==> src/rtl/apb_command_requester_pkg.sv <==
// Shared types and constants for the APB command requester.
// Holds the FSM state encoding, default timeout and the fixed APB data width.
package apb_command_requester_pkg;

  typedef enum logic [1:0] {
    StIdle,
    StSetup,
    StAccess,
    StRespond
  } state_e;

  localparam int unsigned TimeoutCyclesDefault = 1024;
  localparam int unsigned DataWidth            = 32;
  localparam int unsigned StrbWidth            = DataWidth / 8;

  function automatic logic is_aligned(input logic [1:0] lsbs);
    return lsbs == 2'b00;
  endfunction

endpackage

==> src/rtl/apb_if.sv <==
// APB bus bundle with requester and completer views.
// The clock and active-low reset travel with the bus.
interface apb_if #(
  parameter int unsigned ADDR_WIDTH = 16,
  parameter int unsigned DATA_WIDTH = 32
) (
  input logic pclk,
  input logic preset_n
);

  logic [ADDR_WIDTH-1:0]   paddr;
  logic                    psel;
  logic                    penable;
  logic                    pwrite;
  logic [DATA_WIDTH-1:0]   pwdata;
  logic [DATA_WIDTH/8-1:0] pstrb;
  logic [2:0]              pprot;
  logic                    pready;
  logic [DATA_WIDTH-1:0]   prdata;
  logic                    pslverr;

  modport requester (
    input  pclk,
    input  preset_n,
    input  pready,
    input  prdata,
    input  pslverr,
    output paddr,
    output psel,
    output penable,
    output pwrite,
    output pwdata,
    output pstrb,
    output pprot
  );

  modport completer (
    input  pclk,
    input  preset_n,
    input  paddr,
    input  psel,
    input  penable,
    input  pwrite,
    input  pwdata,
    input  pstrb,
    input  pprot,
    output pready,
    output prdata,
    output pslverr
  );

endinterface

==> src/rtl/apb_command_requester.sv <==
// Turns single-beat commands into APB transfers and returns one response each.
// Misaligned commands fail locally; stalled transfers are aborted after TIMEOUT_CYCLES.
module apb_command_requester
  import apb_command_requester_pkg::*;
#(
  parameter int unsigned ADDR_WIDTH     = 16,
  parameter int unsigned TIMEOUT_CYCLES = TimeoutCyclesDefault
) (
  apb_if.requester              apb,
  input  logic                  cmd_valid,
  output logic                  cmd_ready,
  input  logic                  cmd_write,
  input  logic [ADDR_WIDTH-1:0] cmd_addr,
  input  logic [DataWidth-1:0]  cmd_wdata,
  output logic                  rsp_valid,
  input  logic                  rsp_ready,
  output logic [DataWidth-1:0]  rsp_rdata,
  output logic                  rsp_err,
  output logic                  rsp_timeout
);

  if (TIMEOUT_CYCLES < 2) begin : g_bad_timeout
    $error("TIMEOUT_CYCLES must be at least 2");
  end
  if (ADDR_WIDTH < 2) begin : g_bad_addr
    $error("ADDR_WIDTH must be at least 2");
  end

  localparam int unsigned         CntWidth = $clog2(TIMEOUT_CYCLES + 1);
  localparam logic [CntWidth-1:0] CntLast  = CntWidth'(TIMEOUT_CYCLES - 1);

  state_e                state_q;
  logic [CntWidth-1:0]   cnt_q;
  logic                  psel_q;
  logic                  penable_q;
  logic                  pwrite_q;
  logic [ADDR_WIDTH-1:0] paddr_q;
  logic [DataWidth-1:0]  pwdata_q;
  logic                  cmd_ready_q;
  logic                  rsp_valid_q;
  logic [DataWidth-1:0]  rsp_rdata_q;
  logic                  rsp_err_q;
  logic                  rsp_timeout_q;

  // Fixed-width views of the bus data: any other bus data width is a width error here.
  logic [DataWidth-1:0]  prdata;
  assign prdata = apb.prdata;

  always_ff @(posedge apb.pclk or negedge apb.preset_n) begin
    if (!apb.preset_n) begin
      state_q       <= StIdle;
      cnt_q         <= '0;
      psel_q        <= 1'b0;
      penable_q     <= 1'b0;
      pwrite_q      <= 1'b0;
      paddr_q       <= '0;
      pwdata_q      <= '0;
      cmd_ready_q   <= 1'b0;
      rsp_valid_q   <= 1'b0;
      rsp_rdata_q   <= '0;
      rsp_err_q     <= 1'b0;
      rsp_timeout_q <= 1'b0;
    end else begin
      unique case (state_q)
        StIdle: begin
          cmd_ready_q <= 1'b1;
          if (cmd_valid && cmd_ready_q) begin
            cmd_ready_q <= 1'b0;
            pwrite_q    <= cmd_write;
            paddr_q     <= cmd_addr;
            pwdata_q    <= cmd_wdata;
            if (is_aligned(cmd_addr[1:0])) begin
              psel_q  <= 1'b1;
              state_q <= StSetup;
            end else begin
              // Alignment fault is answered without touching the bus.
              rsp_valid_q   <= 1'b1;
              rsp_err_q     <= 1'b1;
              rsp_timeout_q <= 1'b0;
              rsp_rdata_q   <= '0;
              state_q       <= StRespond;
            end
          end
        end
        StSetup: begin
          penable_q <= 1'b1;
          cnt_q     <= '0;
          state_q   <= StAccess;
        end
        StAccess: begin
          // pready wins over the timeout on the last permitted cycle.
          if (apb.pready) begin
            psel_q        <= 1'b0;
            penable_q     <= 1'b0;
            cnt_q         <= '0;
            rsp_valid_q   <= 1'b1;
            rsp_err_q     <= apb.pslverr;
            rsp_timeout_q <= 1'b0;
            rsp_rdata_q   <= (pwrite_q || apb.pslverr) ? '0 : prdata;
            state_q       <= StRespond;
          end else if (cnt_q == CntLast) begin
            psel_q        <= 1'b0;
            penable_q     <= 1'b0;
            cnt_q         <= '0;
            rsp_valid_q   <= 1'b1;
            rsp_err_q     <= 1'b1;
            rsp_timeout_q <= 1'b1;
            rsp_rdata_q   <= '0;
            state_q       <= StRespond;
          end else begin
            cnt_q <= cnt_q + 1'b1;
          end
        end
        StRespond: begin
          if (rsp_ready) begin
            rsp_valid_q   <= 1'b0;
            rsp_err_q     <= 1'b0;
            rsp_timeout_q <= 1'b0;
            rsp_rdata_q   <= '0;
            cmd_ready_q   <= 1'b1;
            state_q       <= StIdle;
          end
        end
        default: begin
          state_q <= StIdle;
        end
      endcase
    end
  end

  assign apb.psel    = psel_q;
  assign apb.penable = penable_q;
  assign apb.pwrite  = pwrite_q;
  assign apb.paddr   = paddr_q;
  assign apb.pwdata  = pwdata_q;
  assign apb.pstrb   = {StrbWidth{1'b1}};
  assign apb.pprot   = 3'b000;

  assign cmd_ready   = cmd_ready_q;
  assign rsp_valid   = rsp_valid_q;
  assign rsp_rdata   = rsp_rdata_q;
  assign rsp_err     = rsp_err_q;
  assign rsp_timeout = rsp_timeout_q;

endmodule

==> src/flat_wrapper.sv <==
// flat-port wrapper written by rule: the top's interface ports become plain ports
module apb_command_requester_flat import apb_command_requester_pkg::*;
#(
  parameter int unsigned ADDR_WIDTH     = 16,
  parameter int unsigned TIMEOUT_CYCLES = TimeoutCyclesDefault
)
  (cmd_valid, cmd_ready, cmd_write, cmd_addr, cmd_wdata, rsp_valid, rsp_ready, rsp_rdata, rsp_err, rsp_timeout, pclk, preset_n, apb_pready, apb_prdata, apb_pslverr, apb_paddr, apb_psel, apb_penable, apb_pwrite, apb_pwdata, apb_pstrb, apb_pprot);
  apb_if #(.ADDR_WIDTH(ADDR_WIDTH), .DATA_WIDTH(32)) apb_i (.pclk(pclk), .preset_n(preset_n));
  input  logic cmd_valid;
  output logic cmd_ready;
  input  logic cmd_write;
  input  logic [ADDR_WIDTH-1:0] cmd_addr;
  input  logic [DataWidth-1:0] cmd_wdata;
  output logic rsp_valid;
  input  logic rsp_ready;
  output logic [DataWidth-1:0] rsp_rdata;
  output logic rsp_err;
  output logic rsp_timeout;
  input wire logic pclk;
  input wire logic preset_n;
  input wire logic [$bits(apb_i.pready)-1:0] apb_pready;
  input wire logic [$bits(apb_i.prdata)-1:0] apb_prdata;
  input wire logic [$bits(apb_i.pslverr)-1:0] apb_pslverr;
  output wire logic [$bits(apb_i.paddr)-1:0] apb_paddr;
  output wire logic [$bits(apb_i.psel)-1:0] apb_psel;
  output wire logic [$bits(apb_i.penable)-1:0] apb_penable;
  output wire logic [$bits(apb_i.pwrite)-1:0] apb_pwrite;
  output wire logic [$bits(apb_i.pwdata)-1:0] apb_pwdata;
  output wire logic [$bits(apb_i.pstrb)-1:0] apb_pstrb;
  output wire logic [$bits(apb_i.pprot)-1:0] apb_pprot;
  assign apb_i.pready = apb_pready;
  assign apb_i.prdata = apb_prdata;
  assign apb_i.pslverr = apb_pslverr;
  assign apb_paddr = apb_i.paddr;
  assign apb_psel = apb_i.psel;
  assign apb_penable = apb_i.penable;
  assign apb_pwrite = apb_i.pwrite;
  assign apb_pwdata = apb_i.pwdata;
  assign apb_pstrb = apb_i.pstrb;
  assign apb_pprot = apb_i.pprot;
  apb_command_requester #(.ADDR_WIDTH(ADDR_WIDTH), .TIMEOUT_CYCLES(TIMEOUT_CYCLES)) u_core (.apb(apb_i), .cmd_valid(cmd_valid), .cmd_ready(cmd_ready), .cmd_write(cmd_write), .cmd_addr(cmd_addr), .cmd_wdata(cmd_wdata), .rsp_valid(rsp_valid), .rsp_ready(rsp_ready), .rsp_rdata(rsp_rdata), .rsp_err(rsp_err), .rsp_timeout(rsp_timeout));
endmodule
==> config.mk <==
export PLATFORM = sky130hd
export DESIGN_NAME = apb_command_requester_flat
export DESIGN_NICKNAME = d
export VERILOG_FILES = /design/src/rtl/apb_command_requester_pkg.sv /design/src/rtl/apb_if.sv /design/src/rtl/apb_command_requester.sv /design/src/flat_wrapper.sv
export SDC_FILE = /design/constraint.sdc
export NUM_CORES = 1
export LEC_CHECK = 0
export BUFFER_PORTS_ARGS = -buffer_cell sky130_fd_sc_hd__buf_4
export CELL_PAD_IN_SITES_DETAIL_PLACEMENT = 0
export CELL_PAD_IN_SITES_GLOBAL_PLACEMENT = 1
export CORE_UTILIZATION = 39
export CTS_CLUSTER_DIAMETER = 40
export DETAILED_ROUTE_END_ITERATION = 8
export PLACE_DENSITY = 0.92
export SLEW_MARGIN = 20
export SYNTH_ARGS = -nofsm -noshare
export SYNTH_HDL_FRONTEND = slang
export SYNTH_SLANG_ARGS = --single-unit
export TNS_END_PERCENT = 10
==> constraint.sdc <==
create_clock -name pclk -period 4.5 [get_ports pclk]
set_clock_uncertainty 0.1 [all_clocks]
set_input_delay 0.225 -clock pclk [delete_from_list [all_inputs] [get_ports pclk]]
set_output_delay 0.225 -clock pclk [all_outputs]
set_load 0.1 [all_outputs]
[Word-level counts from Yosys, hierarchy flattened]
Cells that the tools add are included.
Cells by class
  $add $sub $neg: 1
  equal/unequal tests: 9
  muxes and demuxes: 37
  reduce and logical (&&, ||, !) cells: 14
Operator list (count)
  32-bit two-way mux: 6
  32-bit case mux with 3 select lines: 1
  11-bit two-way mux: 2
  11-bit case mux with 2 select lines: 1
  1-bit two-way mux: 15
  11-bit by 1-bit adder with 11-bit output, second input constant: 1
  11-bit by 10-bit equality test with 1-bit output, second input constant: 1
  2-bit two-way mux: 5
  1-bit case mux with 3 select lines: 3
  2-bit case mux with 4 select lines: 1
  1-bit case mux with 2 select lines: 3
  2-bit AND reduction: 3
  2-bit nonzero test: 3
  5-bit AND reduction: 1
  2-bit equality test, second input constant: 2
  2-bit logical NOT: 2
  2-bit by 1-bit != test with 1-bit output, second input constant: 2
  2-bit != test, second input constant: 2
  4-bit AND reduction: 1
  3-bit by 2-bit != test with 1-bit output, second input constant: 1
  3-bit AND reduction: 1
  3-bit nonzero test: 1
  2-bit by 1-bit equality test with 1-bit output, second input constant: 1
  1-bit logical AND: 1
  1-bit logical OR: 1
Storage, ports and cells
  register bits after elaboration: 100
  bits of input ports: 87
  logic and storage cells: 73

[Logic depth before layout (Yosys ltp)]
Gate-level depths: netlist (run 1).
  depth after elaboration: 4
  gate-level depth with buffers: 9

[Least setup slack after synthesis (run 1)]
OpenSTA, ideal clock, no wires.
  path kind: reg-to-reg
  from: register u_core.cmd_ready_q (netlist: u_core.cmd_ready)
  to: register u_core.rsp_rdata_q[10] (netlist: u_core.rsp_rdata[10])
  setup time: 123 ps
  arrival time: 1939 ps
  required time: 4277 ps
  slack: 2338 ps
  cell stages (with the launch flop): 6
  clock period less this slack: 2162 ps
  path through: dfrtp_1 > o211ai_4 > a211oi_4 > nand2_4 > buf_6 > a22o_1
On the way
  longest elaborated chain between the ends: 3
RTL lines
  start: declaration: line apb_command_requester.sv:39  | logic cmd_ready_q;
  start signal: assignment: line apb_command_requester.sv:58  | cmd_ready_q <= 1'b0;
  start signal: assignment: line apb_command_requester.sv:66  | cmd_ready_q <= 1'b1;
  start signal: assignment: line apb_command_requester.sv:68  | cmd_ready_q <= 1'b0;
  1-bit logical AND: line apb_command_requester.sv:67  | if (cmd_valid && cmd_ready_q) begin
  2-bit by 1-bit != test with 1-bit output (no line)
  5-bit AND reduction (no line)
  end signal: assignment: line apb_command_requester.sv:99  | rsp_rdata_q <= (pwrite_q || apb.pslverr) ? '0 : prdata;
  end: declaration: line apb_command_requester.sv:41  | logic [DataWidth-1:0] rsp_rdata_q;
Every way passes these cells.
A chain may end at the register's enable or synchronous reset.

[Final worst setup path (run 1)]
  from: register u_core.state_q[0]
  to: register u_core.pwdata_q[25] (netlist: u_core.apb.pwdata[25])
On the way
  longest elaborated chain between the ends: 2
RTL lines
  start: declaration: line apb_command_requester.sv:32  | state_e state_q;
  start signal: assignment: line apb_command_requester.sv:51  | state_q <= StIdle;
  start signal: assignment: line apb_command_requester.sv:74  | state_q <= StSetup;
  start signal: assignment: line apb_command_requester.sv:81  | state_q <= StRespond;
  2-bit logical NOT: line apb_command_requester.sv:64  | unique case (state_q)
  2-bit AND reduction (no line)
  end signal: assignment: line apb_command_requester.sv:71  | pwdata_q <= cmd_wdata;
  end: declaration: line apb_command_requester.sv:38  | logic [DataWidth-1:0] pwdata_q;
Every way passes these cells.

==> metrics.csv, run 1 <==
stage,metric,value,unit
worst_setup_path,Buffers & Inverters on Critical Path,2,
worst_setup_path,"CP delay by family, top",simple AND/OR/NAND/NOR gates,
timing,final hold slack,0.0168,ns
synthesis,Mapped Area,4140,um2
die,Rows,37,
timing,setup ws final,1.66,ns
synthesis,YS warnings,0,
die,DIE AREA,11000,um2
worst_setup_path,crit-path cells,inv_1 > ha_1 > nand3_2 > buf_4 > mux2_2,
timing,Slew @ Worst Pin,0.976,ns
cells_and_area,area grow syn2layout,54.9,%
die,Die X,105,um
timing,RSZ-0062 raised after global routing,false,
routing,starting DRC count in detailed routing,179,
clock_tree,depth of the CTS H-tree,3,
cells_and_area,Final nets,630,
routing,antenna-violating nets left,0,
global_routing,antenna violations before repair,0,
outcome,outcome,finished clean,
synthesis,Synth Register Bits,100,
global_routing,GRT Resource Usage Total,0.204,
worst_setup_path,Arrival @ worst endpoint,2.98,ns
cells_and_area,Final Non-Filler Cells,680,
timing,final worst-path cycle share,0.631,
place,"worst slack, placed",1.71,ns
worst_setup_path,Critical Path Sink Type,flop,
routing,Avg Vias per Cell,4.90,
worst_setup_path,flop2flop setup slack,1.66,ns
min_path,worst hold endpoint,u_core.rsp_rdata[1],
clock_tree,CTS Buf Count,9,
die,Initial Utilization,0.401,
global_routing,vias in the first global route,3485,
worst_setup_path,max incr delay on CP,0.86,ns
clock_tree,clock latency on the worst-skew pair,0.35,ns
worst_setup_path,R2R cell count,5,
clock_tree,clock slew at reported path FFs,0.09,ns
global_routing,largest net degree at the start of global routing,55,
synthesis,"Top FF cell, synth",dfrtp_1,
synthesis,Synth cell types,49,
min_path,worst min-delay path class,in -> reg,
synthesis,Post-synth EDFFs,0,
routing,DR WL/cell,16.2,um
clock_tree,clock buffer depth,2,
routing,final wirelength,11.0,mm
worst_setup_path,CP Max Fanout,40,
clock_tree,"Hold-fix buffers, CTS",72,
worst_setup_path,Worst Path Required,4.63,ns
place,dpl hpwl,6.85,mm
min_path,Worst Hold Launch,apb_prdata[1],
timing,setup TNS,0,ns
place,GP Congestion,0.799,
routing,Initial DRT Pass Iterations,4,
worst_setup_path,reg2reg start,u_core.state_q[0],
worst_setup_path,crit start category,flop,
die,Ports,181,
timing,endpoints failing setup,0,
timing,fmax,352,MHz
worst_setup_path,r2r endpoint,u_core.apb.pwdata[25],
timing,Final Hold Fails,0,
die,Core Region,10300,um2
synthesis,Mapped Cells,294,
timing,Tmin final,2.84,ns
synthesis,Post-synth ARST share,1.00,
clock_tree,post-cts resize count,0,
cells_and_area,Antenna Cells,0,
min_path,hold-critical path depth,2,
synthesis,Avg Inst Size Synth,14.1,um2
cells_and_area,Fillers,766,
clock_tree,CTS tree,built,
place,Inst Count DP,587,
timing,Slew headroom,0.349,
synthesis,sequential share of the synthesized area,0.604,
global_routing,first-pass GRT wire length,17.6,mm
clock_tree,root buffer cell,clkbuf_8,
worst_setup_path,Crit Path Class,reg -> reg,
place,# port buffers,173,
global_routing,GRT overflow,0,
routing,DR vias,3330,
cells_and_area,share of cells above drive strength 1,0.469,
routing,drt drc,0,
die,Die Span Y,105,um
clock_tree,Post-CTS Setup Bufs,0,
timing,Slew Limit Fails,0,
worst_setup_path,crit path max-delay cell type,nand3_2,
clock_tree,clk sink count,100,
run,max cap viols,0,
==> sequential cells by signal, summed over array words and instances (netlist names), 2 cells and up <==
| register | flops |
|---|---|
| u_core.rsp_rdata | 32 |
| u_core.apb.pwdata | 32 |
| u_core.apb.paddr | 16 |
| u_core.state_q | 2 |
| u_core.cnt_q | 11 |
==> placed cells by master, fill, tap and decap left out, types with 2 or more instances in the layout <==
cell type / instances
buf_4: 175
dfrtp_1: 100
dlygate4sd3_1: 77
mux2_2: 49
a22o_1: 30
o21ai_0: 11
clkbuf_8: 10
nand2_1: 9
nor2_1: 7
conb_1: 7
inv_1: 6
nand3_1: 5
a21oi_1: 4
ha_1: 4
xor2_1: 3
a31oi_1: 3
and3_1: 2
nor3_1: 2
a22o_2: 2
a41oi_1: 2
o31ai_1: 2
nor4_1: 2
clkinv_4: 2
==> synth_stat cells, types with 2 or more instances <==
cell / n / area, um2
a21oi_1: 4 / 20.0
a22o_1: 30 / 263
a22o_2: 2 / 20.0
a31oi_1: 3 / 18.8
a41oi_1: 2 / 17.5
and3_1: 2 / 12.5
buf_2: 6 / 30.0
buf_4: 9 / 67.6
buf_6: 4 / 45.0
buf_8: 3 / 45.0
conb_1: 2 / 7.51
dfrtp_1: 100 / 2500
ha_1: 4 / 50.1
inv_1: 6 / 22.5
mux2_2: 49 / 552
nand2_1: 9 / 33.8
nand3_1: 6 / 30.0
nor2_1: 7 / 26.3
nor3_1: 2 / 10.0
nor4_1: 2 / 12.5
o21ai_0: 11 / 55.1
o31ai_1: 2 / 15.0
xor2_1: 3 / 26.3
==> area by class of cell <==
type | count | area, um2 | share of cell area
Inverter | 6 | 22.5 | 0.00351
Timing Repair Buffer | 252 | 2080 | 0.325
Clock inverter | 5 | 45.0 | 0.00702
Tap cell | 136 | 170 | 0.0265
Multi-Input combinational cell | 170 | 1450 | 0.226
Sequential cell | 100 | 2500 | 0.390
Clock buffer | 11 | 141 | 0.0220
==> worst reg2reg max path, delay by kind of cell, from the launching register on <==
| family | cells | cell delay, ns |
|---|---|---|
| and+or+nand+nor | 1 | 0.86 |
| muxes | 1 | 0.29 |
| buffers and inverters | 2 | 0.61 |
| adders and majority gates | 1 | 0.46 |
| DFF | 1 | 0.41 |
==> routing by layer <==
| layer | track usage | up-vias | part of all wire |
|---|---|---|---|
| li1 | - | 1539 | - |
| met5 | 0 | - | 0 |
| met4 | 0.0815 | 0 | 0.026 |
| met1 | 0.244 | 1632 | 0.41 |
| met3 | 0.0455 | 24 | 0.057 |
| met2 | 0.355 | 135 | 0.51 |
==> how the worst max path moves through the flow <==
stage                                 start               endpoint  slack [ns]  depth (start not counted)
final                     u_core.state_q[0]  u_core.apb.pwdata[25]        1.66                          5
after global routing      u_core.state_q[0]  u_core.apb.pwdata[29]        1.42                          5
after floorplan            u_core.cmd_ready   u_core.rsp_rdata[10]        2.34                          5
after CTS                 u_core.state_q[0]  u_core.apb.pwdata[25]        1.65                          5
after global placement    u_core.state_q[0]   u_core.apb.pwdata[2]        1.81                          5
after detailed placement  u_core.state_q[0]  u_core.apb.pwdata[25]        1.71                          5
==> through the flow <==
step,area [um2],utilization
global route,6420,0.622
CTS,6370,0.617
floorplan,4160,-
global placement,5460,0.529
finish,6420,0.622
detailed placement,5460,0.529
==> logic make-up after synthesis <==
family | Yosys count | share of synthesized area
other | 2 | 0.00181
XOR/XNOR | 4 | 0.00846
adder cells (fa/ha/maj) | 4 | 0.0121
multiplexers | 52 | 0.142
AO/OA/AOI/OAI | 64 | 0.127
AND/OR/NAND/NOR | 39 | 0.0534
buffers and inverters | 29 | 0.0516
flip-flops | 100 | 0.604
Power of run 1 is left out: the tool's default activity adds up to more than one toggle a clock period on the data nets, which glitch-free logic cannot reach.
==> run 2: changes to the inputs <==
--- a/config.mk
+++ b/config.mk
@@ -5,13 +5,14 @@
 export SDC_FILE = /design/constraint.sdc
 export NUM_CORES = 1
 export LEC_CHECK = 0
+export ABC_AREA = 1
 export BUFFER_PORTS_ARGS = -buffer_cell sky130_fd_sc_hd__buf_4
 export CELL_PAD_IN_SITES_DETAIL_PLACEMENT = 0
 export CELL_PAD_IN_SITES_GLOBAL_PLACEMENT = 1
-export CORE_UTILIZATION = 39
+export CORE_UTILIZATION = 32
 export CTS_CLUSTER_DIAMETER = 40
 export DETAILED_ROUTE_END_ITERATION = 8
-export PLACE_DENSITY = 0.92
+export PLACE_DENSITY = 0.84
 export SLEW_MARGIN = 20
 export SYNTH_ARGS = -nofsm -noshare
 export SYNTH_HDL_FRONTEND = slang
==> constraint.sdc (replaced) <==
create_clock -name pclk -period 2.4 [get_ports pclk]
set_clock_uncertainty 0.1 [all_clocks]
set_input_delay 0.12 -clock pclk [delete_from_list [all_inputs] [get_ports pclk]]
set_output_delay 0.12 -clock pclk [all_outputs]
set_load 0.1 [all_outputs]
==> run 2 against run 1 <==
  * Sequential share of layout area is 1.7 points lower
  * Maximum frequency increased by 32%
  * Global-route usage shrank 3.4 points
  * First-iteration DRC count up 10%
  * Worst setup slack worse by 1.4 ns
  * Final cell count is 26% higher
==> metrics.csv, run 2 <==
stage,metric,value,unit,change
outcome,outcome,finished clean,,
synthesis,Post-synth top cells,"102 x nand2_1, 100 x dfrtp_1, 51 x nor2_1, 47 x inv_1, 47 x mux2_2",,
timing,final hold slack,0.0141,ns,-0.00266 ns
timing,final worst-path cycle share,0.897,,+0.265
clock_tree,CTS tree,built,,
synthesis,Mapped Area,4490,um2,+8.5%
die,Initial Utilization,0.334,,-0.0673
routing,drt drc,0,,unchanged
die,Ports,181,,unchanged
clock_tree,depth of the CTS H-tree,3,,unchanged
timing,endpoints failing setup,0,,unchanged
min_path,worst min-delay path class,in -> reg,,
die,DIE AREA,14500,um2,+32%
cells_and_area,share of cells above drive strength 1,0.375,,-0.0934
worst_setup_path,Crit Path Class,reg -> reg,,
synthesis,Post-synth EDFFs,0,,unchanged
die,Rows,42,,+14%
worst_setup_path,crit start category,flop,,
clock_tree,root buffer cell,clkbuf_16,,
synthesis,sequential share of the synthesized area,0.557,,-0.0471
cells_and_area,area grow syn2layout,49.5,%,
cells_and_area,"commonest cells after routing, fill and taps aside","176 x buf_4, 102 x nand2_1, 100 x dfrtp_1",,
synthesis,Synth Register Bits,100,,unchanged
die,Die X,121,um,+15%
global_routing,vias in the first global route,3936,,+13%
routing,DR vias,3857,,+16%
routing,starting DRC count in detailed routing,197,,+10%
cells_and_area,Fillers,1247,,+63%
timing,Final Hold Fails,0,,unchanged
worst_setup_path,Critical Path Sink Type,flop,,
global_routing,first-pass GRT wire length,19.1,mm,+8.7%
synthesis,top-count cell post-synth,nand2_1,,
timing,fmax,465,MHz,+32%
timing,Slew Limit Fails,0,,unchanged
synthesis,Avg Inst Size Synth,9.81,um2,-30%
cells_and_area,Final Util,0.499,,-0.122
global_routing,largest net degree at the start of global routing,54,,-1.8%
die,Die Span Y,121,um,+15%
timing,RSZ-0062 raised after global routing,false,,
routing,antenna-violating nets left,0,,unchanged
routing,DR WL/cell,13.8,um,-15%
synthesis,Synth cell types,31,,-37%
routing,Avg Vias per Cell,4.49,,-8.3%
synthesis,area fraction of the dominant cell type after synthesis,0.557,,-0.0471
global_routing,GRT Resource Usage Total,0.169,,-0.0345
clock_tree,clock slew at reported path FFs,0.07,ns,-0.02 ns
worst_setup_path,Arrival @ worst endpoint,2.27,ns,-0.71 ns
routing,Initial DRT Pass Iterations,5,,+1
clock_tree,post-cts resize count,0,,unchanged
timing,setup TNS,0,ns,unchanged
place,GP Congestion,0.749,,-6.2%
synthesis,Yosys top cell by area,dfrtp_1,,
synthesis,Post-synth ARST share,1.00,,unchanged
clock_tree,CTS Buf Count,9,,unchanged
worst_setup_path,Worst Path Required,2.52,ns,-2.11 ns
global_routing,antenna violations before repair,0,,unchanged
worst_setup_path,CP Max Fanout,36,,-10%
place,dpl hpwl,8.20,mm,+20%
timing,Slew @ Worst Pin,0.685,ns,-0.291 ns
clock_tree,clock latency on the worst-skew pair,0.34,ns,about the same
place,# port buffers,173,,unchanged
timing,Slew headroom,0.543,,+0.195
global_routing,GRT overflow,0,,unchanged
cells_and_area,"most common cell after layout, fill and taps aside",buf_4,,
synthesis,YS warnings,0,,unchanged
clock_tree,clock buffer depth,2,,unchanged
routing,final wirelength,11.9,mm,+7.6%
clock_tree,clk sink count,100,,unchanged
die,Core Region,13500,um2,+30%
timing,Tmin final,2.15,ns,-0.690 ns
synthesis,largest cells by area after synthesis,"dfrtp_1 56%, mux2_2 12%, nand2_1 8.5%, nand3_1 4.8%, nor2_1 4.3%",,
synthesis,"Top FF cell, synth",dfrtp_1,,
cells_and_area,Final nets,768,,+22%
run,max cap viols,0,,unchanged
synthesis,Mapped Cells,458,,+56%
[run 2: layout make-up]
type	instances	area, um2	area share
Clock inverter	5	36.3	0.00540
Multi-Input combinational cell	287	1640	0.244
Inverter	49	184	0.0274
Tap cell	176	220	0.0328
Clock buffer	11	253	0.0376
Antenna cell	1	2.50	0.000373
Timing Repair Buffer	230	1880	0.280
Sequential cell	100	2500	0.373
[run 2: repair_timing]
| item | CTS | global route |
|---|---|---|
| hold endpoints to repair | 103 | 0 |
| buffers inserted | 0 | 0 |
| hold buffers | 52 | 0 |
[run 2: per-layer routing]
layer,global-route usage,wire [um],vias up
li1,-,-,1868
met1,0.192,4530,1845
met2,0.301,6350,125
met3,0.0467,719,19
met4,0.0671,258,0
met5,0,0,-
[run 2: cells by family after synthesis]
| group | after synthesis | synth area share |
|---|---|---|
| other cells | 2 | 0.00167 |
| compound gates | 16 | 0.0228 |
| mux | 47 | 0.118 |
| xor+xnor | 1 | 0.00195 |
| simple gates | 212 | 0.205 |
| flops | 100 | 0.557 |
| buf+inv | 76 | 0.0830 |
| fa+ha+maj | 4 | 0.0111 |
[run 2: final timing paths]
check / end / slack, ns / startpoint / depth (start not counted)
max in group asynchronous: u_core.cnt_q[1] / 1.20 / preset_n / 3
hold reg to reg: u_core.rsp_rdata[18] / 0.37 / u_core.rsp_rdata[18] / 2
hold / removal: u_core.rsp_rdata[6] / 0.01 / apb_prdata[6] / 5
setup reg to reg: u_core.apb.pwdata[22] / 0.25 / u_core.state_q[0] / 5
setup / recovery: u_core.apb.pwdata[22] / 0.25 / u_core.state_q[0] / 5
min in group asynchronous: u_core.apb.pwdata[30] / 0.29 / preset_n / 2
[run 2: per-stage QoR]
| step | instance area, um2 | setup slack [ns] | cells |
|---|---|---|---|
| after floorplan | 4510 | 0.365 | 463 |
| after global placement | 5910 | 0.358 | 790 |
| after detailed placement | 5910 | 0.262 | 790 |
| after CTS | 6720 | 0.242 | 858 |
| after global routing | 6720 | 0.128 | 858 |
| final | 6720 | 0.248 | 859 |
[run 2: critical path: stages, from the launching register on]
cell	delay (ns)
dfrtp_1	0.40
inv_1	0.09
ha_1	0.37
nand3_2	0.42
buf_12	0.34
mux2_2	0.29
Power of run 2 is left out for the same reason.
==> run 3: changes to the inputs <==
--- a/config.mk
+++ b/config.mk
@@ -6,13 +6,13 @@
 export NUM_CORES = 1
 export LEC_CHECK = 0
 export ABC_AREA = 1
-export BUFFER_PORTS_ARGS = -buffer_cell sky130_fd_sc_hd__buf_4
+export BUFFER_PORTS_ARGS = -buffer_cell sky130_fd_sc_hd__buf_2
 export CELL_PAD_IN_SITES_DETAIL_PLACEMENT = 0
 export CELL_PAD_IN_SITES_GLOBAL_PLACEMENT = 1
-export CORE_UTILIZATION = 32
+export CORE_UTILIZATION = 30
 export CTS_CLUSTER_DIAMETER = 40
 export DETAILED_ROUTE_END_ITERATION = 8
-export PLACE_DENSITY = 0.84
+export PLACE_DENSITY = 0.8
 export SLEW_MARGIN = 20
 export SYNTH_ARGS = -nofsm -noshare
 export SYNTH_HDL_FRONTEND = slang
==> run 3 against run 2 <==
  * Core utilization decreased by 5.4 points
  * Die area rose by 6.6%
  * Worst setup slack got worse by 0.0089 ns
  * Critical path depth increased by 3
  * Sequential share of layout area rose by 1.3 points
  * Register-to-register slack about the same
  * Flip-flop and latch count is the same
==> metrics.csv, run 3 (synthesis gave the netlist of run 2 again) <==
stage,metric,value,unit,change
timing,RSZ-0062 raised after global routing,false,,
run,max cap viols,0,,unchanged
place,dpl hpwl,7.69,mm,-6.2%
worst_setup_path,Arrival @ worst endpoint,2.30,ns,+0.03 ns
timing,setup TNS,0,ns,unchanged
clock_tree,root buffer cell,clkbuf_16,,
cells_and_area,"most common cell after layout, fill and taps aside",buf_2,,
clock_tree,CTS Buf Count,9,,unchanged
clock_tree,clock buffer depth,2,,unchanged
timing,Slew headroom,0.660,,+0.116
clock_tree,depth of the CTS H-tree,3,,unchanged
global_routing,antenna violations before repair,2,,+2
timing,Tmin final,2.16,ns,+0.00888 ns
place,Inst Count DP,798,,+1.0%
outcome,outcome,finished clean,,
clock_tree,clock slew at reported path FFs,0.07,ns,about the same
routing,drt drc,0,,unchanged
worst_setup_path,reg2reg start,u_core.state_q[1],,
min_path,Worst Hold Launch,cmd_addr[1],,
worst_setup_path,crit path max-delay cell type,dfrtp_1,,
min_path,worst hold endpoint,u_core.apb.paddr[1],,
routing,starting DRC count in detailed routing,236,,+20%
routing,Avg Vias per Cell,4.42,,-1.5%
worst_setup_path,Crit Path Class,reg -> reg,,
die,DIE AREA,15500,um2,+6.6%
place,# port buffers,173,,unchanged
worst_setup_path,Worst Path Required,2.54,ns,+0.02 ns
worst_setup_path,Critical Path Sink Type,flop,,
min_path,worst min-delay path class,in -> reg,,
cells_and_area,Final Non-Filler Cells,889,,+3.5%
cells_and_area,area grow syn2layout,44.5,%,
routing,final wirelength,11.7,mm,-1.1%
clock_tree,clk sink count,100,,unchanged
die,Die X,124,um,+3.2%
routing,antenna-violating nets left,0,,unchanged
die,Initial Utilization,0.308,,-0.0260
clock_tree,clock latency on the worst-skew pair,0.34,ns,about the same
die,Rows,44,,+4.8%
global_routing,largest net degree at the start of global routing,78,,+44%
global_routing,GRT overflow,0,,unchanged
place,placed cell areas,5470,um2,-7.3%
place,GP Congestion,0.768,,+2.5%
routing,Initial DRT Pass Iterations,4,,-1
cells_and_area,design area,6490,um2,-3.3%
routing,DR vias,3932,,+1.9%
worst_setup_path,r2r endpoint,u_core.rsp_rdata[4],,
timing,endpoints failing setup,0,,unchanged
worst_setup_path,R2R cell count,8,,+3
min_path,hold-critical path depth,3,,-2
cells_and_area,share of cells above drive strength 1,0.364,,-0.0117
timing,Slew @ Worst Pin,0.514,ns,-0.171 ns
die,Die Span Y,124,um,+3.2%
die,Ports,181,,unchanged
die,Core Region,14600,um2,+8.4%
worst_setup_path,max incr delay on CP,0.42,ns,about the same
cells_and_area,Final nets,790,,+2.9%
timing,Slew Limit Fails,0,,unchanged
global_routing,GRT Resource Usage Total,0.155,,-0.0139
worst_setup_path,flop2flop setup slack,0.24,ns,about the same
global_routing,first-pass GRT wire length,19.4,mm,+1.3%
global_routing,vias in the first global route,4031,,+2.4%
worst_setup_path,crit start category,flop,,
worst_setup_path,crit-path cells,inv_1 > ha_1 > nand3_1 > o21ai_2 > nor2_8 > nand2_4 > nand2_1 > nand2_1,,
timing,final worst-path cycle share,0.900,,+0.00370
worst_setup_path,CP Max Fanout,35,,-2.8%
clock_tree,CTS tree,built,,
worst_setup_path,Critical Path Most Common Cell,nand2_1,,
timing,Final Hold Fails,0,,unchanged
cells_and_area,"commonest cells after routing, fill and taps aside","172 x buf_2, 102 x nand2_1, 100 x dfrtp_1",,
routing,DR WL/cell,13.2,um,-4.5%
timing,fmax,463,MHz,-0.41%
==> run 3: cell count changes in the layout (fill, tap and decap cells not counted), sizes merged <==
| cell | change |
|---|---|
| clkinv | -2 |
| clkinvlp | +1 |
| dlygate4sd3 | +21 |
| inv | +1 |
| nor2 | +1 |
==> run 3: stage by stage <==
| stage | worst slack [ns] | hold WS (ns) | util |
|---|---|---|---|
| after floorplan | 0.365 | -0.276 | - |
| after global placement | 0.215 | -0.0573 | 0.375 |
| after detailed placement | 0.134 | -0.0528 | 0.375 |
| after CTS | 0.127 | 0.00115 | 0.444 |
| after global routing | 0.0174 | 0.0237 | 0.445 |
| final | 0.239 | 0.0101 | 0.445 |
==> run 3: what timing repair did <==
| item | in CTS | in global routing |
|---|---|---|
| hold buffers | 73 | 0 |
| hold endpoints to repair | 111 | 0 |
| resized for setup | 0 | 0 |
| setup endpoints to repair | 0 | 35 |
| buffers inserted | 0 | 0 |
==> run 3: area by class of cell <==
type,count,area (um2)
timing repair buffer,251,1650
multi-input combinational,288,1650
sequential,100,2500
antenna,1,2.50
clock buffer,11,243
fill,1392,8090
tap,184,230
clock inverter,5,35.0
inverter,49,184
==> run 3: per-layer routing <==
metal | track usage | up-vias | routed length (um)
li1 | - | 1913 | -
met1 | 0.183 | 1858 | 4970
met2 | 0.263 | 136 | 5790
met3 | 0.0498 | 23 | 675
met4 | 0.0588 | 2 | 267
met5 | 0 | - | 11
==> run 3: worst max path at each step <==
stage | start | end | slack [ns] | cells after the start
detailed placement | u_core.state_q[0] | u_core.rsp_rdata[4] | 0.13 | 8
CTS | u_core.state_q[1] | u_core.rsp_rdata[4] | 0.13 | 8
floorplan | u_core.cmd_ready | u_core.rsp_rdata[10] | 0.37 | 8
global placement | u_core.state_q[0] | u_core.rsp_rdata[11] | 0.22 | 9
finish | u_core.state_q[1] | u_core.rsp_rdata[4] | 0.24 | 8
global route | u_core.state_q[1] | u_core.rsp_rdata[24] | 0.02 | 8
==> run 3: worst max-delay path, delay by kind of cell (launching register included) <==
kind                     cells  cell delay (ns)
AO/OA/AOI/OAI                1             0.15
flip-flops                   1             0.42
buffers and inverters        1             0.06
AND/OR/NAND/NOR              5             1.01
adder cells (fa/ha/maj)      1             0.29
Power of run 3 is left out for the same reason.
